===== config.mk =====
export PLATFORM = sky130hd
export DESIGN_NAME = reg_write_buffer
export DESIGN_NICKNAME = d
export VERILOG_FILES = /design/src/rtl/reg_write_buffer_pkg.sv /design/src/rtl/reg_fwd_match.sv /design/src/rtl/reg_write_buffer.sv
export SDC_FILE = /design/constraint.sdc
export NUM_CORES = 1
export LEC_CHECK = 0
export CORE_MARGIN = 5
export CORE_UTILIZATION = 52
export CTS_BUF_LIST = sky130_fd_sc_hd__clkbuf_8
export DETAILED_ROUTE_END_ITERATION = 10
export PLACE_DENSITY_LB_ADDON = 0.3
export SLEW_MARGIN = 10
export SYNTH_ARGS = -nofsm -noshare
export SYNTH_HDL_FRONTEND = slang
export SYNTH_SLANG_ARGS = --single-unit
export TNS_END_PERCENT = 10

===== constraint.sdc =====
create_clock -name clk -period 4.95 [get_ports clk]
set_input_delay 0.99 -clock clk [delete_from_list [all_inputs] [get_ports clk]]
set_output_delay 0.99 -clock clk [all_outputs]
set_load 0.02 [all_outputs]

===== src/rtl/reg_write_buffer_pkg.sv =====
// Shared types and constants for the register-file write buffer.
package reg_write_buffer_pkg;

   localparam int ADDR_W_DEF = 5;
   localparam int DATA_W_DEF = 32;

   localparam logic [ADDR_W_DEF-1:0] REG_ZERO = '0;

   typedef struct packed {
      logic [ADDR_W_DEF-1:0] addr;
      logic [DATA_W_DEF-1:0] data;
   } wr_req_t;

endpackage


===== src/rtl/reg_fwd_match.sv =====
// Youngest-match search over the buffer entries for one bypass lookup port.
module reg_fwd_match
   import reg_write_buffer_pkg::*;
#(
   parameter int DEPTH   = 4,
   parameter int ADDR_W  = ADDR_W_DEF,
   parameter int DATA_W  = DATA_W_DEF,
   parameter int DROP_R0 = 1
) (
   input  logic [DEPTH-1:0]                    vld_i,
   input  logic [DEPTH-1:0][ADDR_W-1:0]        addr_i,
   input  logic [DEPTH-1:0][DATA_W-1:0]        data_i,
   input  logic [$clog2(DEPTH)-1:0]            head_i,
   input  logic [ADDR_W-1:0]                   lookup_i,
   output logic                                hit_o,
   output logic [DATA_W-1:0]                   data_o
);

   localparam int PTR_W = $clog2(DEPTH);

   logic [PTR_W-1:0] idx;
   logic             r0_blocked;

   assign r0_blocked = (DROP_R0 != 0) && (lookup_i == ADDR_W'(REG_ZERO));

   // Walk oldest to youngest starting at head; the last match seen is the youngest.
   always_comb begin
      hit_o  = 1'b0;
      data_o = '0;
      idx    = head_i;
      for (int i = 0; i < DEPTH; i++) begin
         idx = head_i + i[PTR_W-1:0];
         if (vld_i[idx] && (addr_i[idx] == lookup_i) && !r0_blocked) begin
            hit_o  = 1'b1;
            data_o = data_i[idx];
         end
      end
   end

endmodule


===== src/rtl/reg_write_buffer.sv =====
// Writeback queue in front of the register file, with youngest-entry bypass for two read ports.
module reg_write_buffer
   import reg_write_buffer_pkg::*;
#(
   parameter int DEPTH   = 4,
   parameter int ADDR_W  = ADDR_W_DEF,
   parameter int DATA_W  = DATA_W_DEF,
   parameter int DROP_R0 = 1
) (
   input  logic                      clk,
   input  logic                      rst_n,
   input  logic                      in_valid,
   output logic                      in_ready,
   input  logic [ADDR_W-1:0]         in_addr,
   input  logic [DATA_W-1:0]         in_data,
   input  logic                      drain_en,
   output logic                      write,
   output logic [ADDR_W-1:0]         write_addr,
   output logic [DATA_W-1:0]         write_data,
   input  logic [ADDR_W-1:0]         lookup_addr1,
   input  logic [ADDR_W-1:0]         lookup_addr2,
   output logic                      hit1,
   output logic                      hit2,
   output logic [DATA_W-1:0]         fwd_data1,
   output logic [DATA_W-1:0]         fwd_data2,
   output logic [$clog2(DEPTH):0]    count,
   output logic                      empty
);

   localparam int PTR_W = $clog2(DEPTH);
   localparam int CNT_W = PTR_W + 1;
   localparam logic [CNT_W-1:0] FULL = CNT_W'(DEPTH);

   logic [PTR_W-1:0]             head_q, head_d;
   logic [PTR_W-1:0]             tail_q, tail_d;
   logic [CNT_W-1:0]             count_q, count_d;
   logic [DEPTH-1:0]             vld_q, vld_d;
   logic [DEPTH-1:0][ADDR_W-1:0] addr_q;
   logic [DEPTH-1:0][DATA_W-1:0] data_q;

   logic push, enq, drain;

   assign empty    = (count_q == '0);
   assign in_ready = (count_q < FULL);
   assign push     = in_valid && in_ready;
   // A write to r0 completes the handshake but never occupies an entry.
   assign enq      = push && !((DROP_R0 != 0) && (in_addr == ADDR_W'(REG_ZERO)));
   assign drain    = !empty && drain_en;

   assign write      = drain;
   assign write_addr = empty ? '0 : addr_q[head_q];
   assign write_data = empty ? '0 : data_q[head_q];
   assign count      = count_q;

   always_comb begin
      head_d  = head_q + PTR_W'(drain);
      tail_d  = tail_q + PTR_W'(enq);
      count_d = count_q + CNT_W'(enq) - CNT_W'(drain);
      vld_d   = vld_q;
      if (drain) vld_d[head_q] = 1'b0;
      if (enq)   vld_d[tail_q] = 1'b1;
   end

   always_ff @(posedge clk) begin
      if (!rst_n) begin
         head_q  <= '0;
         tail_q  <= '0;
         count_q <= '0;
         vld_q   <= '0;
      end else begin
         head_q  <= head_d;
         tail_q  <= tail_d;
         count_q <= count_d;
         vld_q   <= vld_d;
      end
   end

   // Payload storage needs no reset; entries are qualified by vld_q.
   always_ff @(posedge clk) begin
      if (rst_n && enq) begin
         addr_q[tail_q] <= in_addr;
         data_q[tail_q] <= in_data;
      end
   end

   reg_fwd_match #(
      .DEPTH(DEPTH), .ADDR_W(ADDR_W), .DATA_W(DATA_W), .DROP_R0(DROP_R0)
   ) u_match1 (
      .vld_i(vld_q), .addr_i(addr_q), .data_i(data_q), .head_i(head_q),
      .lookup_i(lookup_addr1), .hit_o(hit1), .data_o(fwd_data1)
   );

   reg_fwd_match #(
      .DEPTH(DEPTH), .ADDR_W(ADDR_W), .DATA_W(DATA_W), .DROP_R0(DROP_R0)
   ) u_match2 (
      .vld_i(vld_q), .addr_i(addr_q), .data_i(data_q), .head_i(head_q),
      .lookup_i(lookup_addr2), .hit_o(hit2), .data_o(fwd_data2)
   );

endmodule


==> metrics <==
largest net degree at the start of global routing=64; crit path launch type=flop; Post-synth EDFFs=148; DRT iter0 DRCs=709; final hold vios=0; MaxCap Viol Count=0; H-tree depth=4; Finish-stage setup viols=0; Storage cell area=4670 sq um; Final min period=4.88 ns; Worst Clk Skew=0.00805 ns; Syn Std Cell Area=11900 sq um; FMAX=205 MHz; Skew-Pair Late Insertion Delay=0.45 ns; clock root buffer=clkbuf_8; Crit path required time=3.96 ns; total number of yosys warnings=0; clock tree buffer depth=2; Buf/Inv on CP=5; CTS tree=built; Yosys top cell by area=edfxtp_1; min-delay src=vld_q[1]$_SDFF_PN0_; CP Class=flop to primary output; Post-Route WL=29900 um; Largest delay share family, worst path=buffers and inverters; Fillers=1680; period utilisation layout=98.5%; Post-Synth Adder-Cell Area=1.01%; Worst Setup SP=head_q[0]$_SDFF_PN0_; Compound-Gate Fraction of Synth Area=11.0%; crit-path cells=inv_1 -> ha_4 -> buf_6 -> mux4_2 -> xnor2_1 -> and3_1 -> a211oi_4 -> buf_4 -> buf_12 -> a221oi_2 -> o31ai_2 -> clkdlybuf4s50_1; first-pass GRT wire length=47100 um; iteration count of the initial detailed-routing pass=5; Slew @ Worst Pin=0.901 ns; wire per inst=23.8 um; slowest cell on the critical path=clkdlybuf4s50_1; DP HPWL=20600 um; ANT nets after route=0; area of the multi-input gates=6750 sq um; Synth top area share=37.3%; Net Count, Synth=880; Lkg Pwr=0.00516 uW; Hold Slack=0.572 ns; Post-synth top flop=edfxtp_1; GRT Total Usage=23.1%; antenna violations before repair=0; Avg Vias per Cell=6.70; multiplexer share of the synthesized area=31.5%; port bufs=159; # nets final=1014; Starting Density=52.8%; grt ovf=0; unrepaired setup endpoints after global routing=yes; most frequent cell after synthesis=edfxtp_1; sequential cell area fraction in the yosys report=39.2%; Crit path largest cell delay=0.64 ns; VDD IR-drop max=280 uV; share of post-route cells with drive strength above 1=32.8%; GPL Wtd Cong=0.976; total CTS buffers=17; xor and xnor area share after synthesis=3.43%; number of global-route vias before repair=8386; R2R Path Start=count[1]$_SDFF_PN0_; async set-reset flop share out of synthesis=0%; post-synth cell types=52; Commonest cells post-synth=148 x edfxtp_1, 140 x mux4_2, 98 x nand2_1, 46 x and2_1, 41 x nor2_1; area of the core=22600 sq um; clk slew on worst S/H paths=0.09 ns; Layout area overhead=20.4%; PwrDens=411 nW/um^2; vias=8390; fin. max-slew vios=0; die area=26000 sq um; clock sinks=159; # hold bufs at CTS=0; Rel. slew slack=40.0%; # DRC=0; #FFs+latches synth=159; Critical Path Fanout Max=15; Ports=160; die width=161 um; simple-gate share of the synthesized area=9.08%; largest family of logic cells by synthesized area=multiplexers; post-layout util=63.5%; CP Capture Type=primary output; Post-Syn Area per Cell=14.5 sq um; Hold WC Path Type=flop to flop; data arrival time of the critical path=3.89 ns; std cell rows=55; Synth Instances=820; outcome=finished clean; largest cells by area after synthesis=edfxtp_1 37%, mux4_2 26%, a221oi_2 3.7%; die height=161 um
[power by group]
part	total, uW	switching [uW]	leakage, uW	internal (uW)
registers	1620	61.7	0.00143	1560
logic	3300	1640	0.00353	1660
clock network	970	509	0.000193	461
total	5890	2210	0.00516	3680
[sequential cells by signal, indices dropped and copies added, names as in the netlist]
register	flops
vld_q	4
tail_q	2
data_q	128
count	3
head_q	2
addr_q	20
[path summary, 6_finish.rpt]
| kind | endpoint | slack (ns) | depth (start not counted) |
|---|---|---|---|
| max | fwd_data1[7] | 0.07 | 12 |
| min reg2reg | vld_q[1]$_SDFF_PN0_ | 0.57 | 1 |
| min | vld_q[1]$_SDFF_PN0_ | 0.57 | 1 |
| max reg2reg | count[2]$_SDFF_PN0_ | 2.07 | 9 |
[per-stage QoR]
| stage | cell area [sq um] | cells | setup TNS [ns] | power, uW | worst slack (ns) |
|---|---|---|---|---|---|
| after floorplan | 11900 | 820 | -0.0183 | 4140 | -0.0183 |
| after detailed placement | 13800 | 1218 | 0 | 4970 | 0.0978 |
| after global placement | 13800 | 1218 | 0 | 4930 | 0.161 |
| after global routing | 14300 | 1252 | -0.245 | 6240 | -0.124 |
| final | 14300 | 1253 | 0 | 5890 | 0.0738 |
| after CTS | 14200 | 1252 | -0.0101 | 5940 | -0.00466 |
[final cells by class]
cell class | instances | share of cell area [%]
Multi-Input combinational cell | 567 | 47.1
Sequential cell | 159 | 32.6
Timing Repair Buffer | 201 | 14.8
Tap cell | 285 | 2.49
Clock buffer | 17 | 1.63
Clock inverter | 15 | 1.20
Inverter | 8 | 0.209
Antenna cell | 1 | 0.0175
[cells in the final DEF (no fill, tap or decap), types with 9 or more instances in the layout]
| master | count |
|---|---|
| dfxtp_1 | 9 |
| buf_4 | 30 |
| nor2_1 | 38 |
| o221ai_1 | 19 |
| o31ai_2 | 30 |
| edfxtp_1 | 148 |
| buf_12 | 10 |
| clkdlybuf4s50_1 | 96 |
| clkbuf_8 | 17 |
| dlymetal6s2s_1 | 41 |
| mux2i_1 | 29 |
| mux4_2 | 141 |
| a221oi_2 | 29 |
| mux4_1 | 9 |
| and2_1 | 45 |
| o221ai_2 | 10 |
| dlygate4sd2_1 | 20 |
| xnor2_1 | 34 |
| nand2_1 | 98 |
[worst register-to-register path, delay by kind of cell (launching register included)]
kind          cells  cell delay (ns)
flops             1             0.36
simple gates      3             1.26
fa+ha+maj         3             0.88
xor+xnor          2             0.27
buf+inv           1             0.04
[logic make-up (layout without fill, tap and decap cells)]
family          count (synthesis)  count (layout)
buf+inv                        94             241
fa+ha+maj                       9               9
simple gates                  225             225
mux                           181             181
compound gates                108             108
xor+xnor                       44              44
other cells                     0               1
flops                         159             159
[per-layer routing]
layer / vias to the layer above / track usage [%] / part of all wire [%]
li1: 3655 / - / -
met1: 4301 / 30.7 / 40
met2: 365 / 38.7 / 50
met3: 69 / 3.09 / 6.3
met4: 0 / 9.65 / 3.6
met5: - / 0 / 0
[what timing repair did]
item,CTS,global route
setup buffers,2,0
setup endpoints to repair,64,45
resized for setup,26,47
pin swaps,2,2
Note: power is estimated with default switching activity, not from simulation.
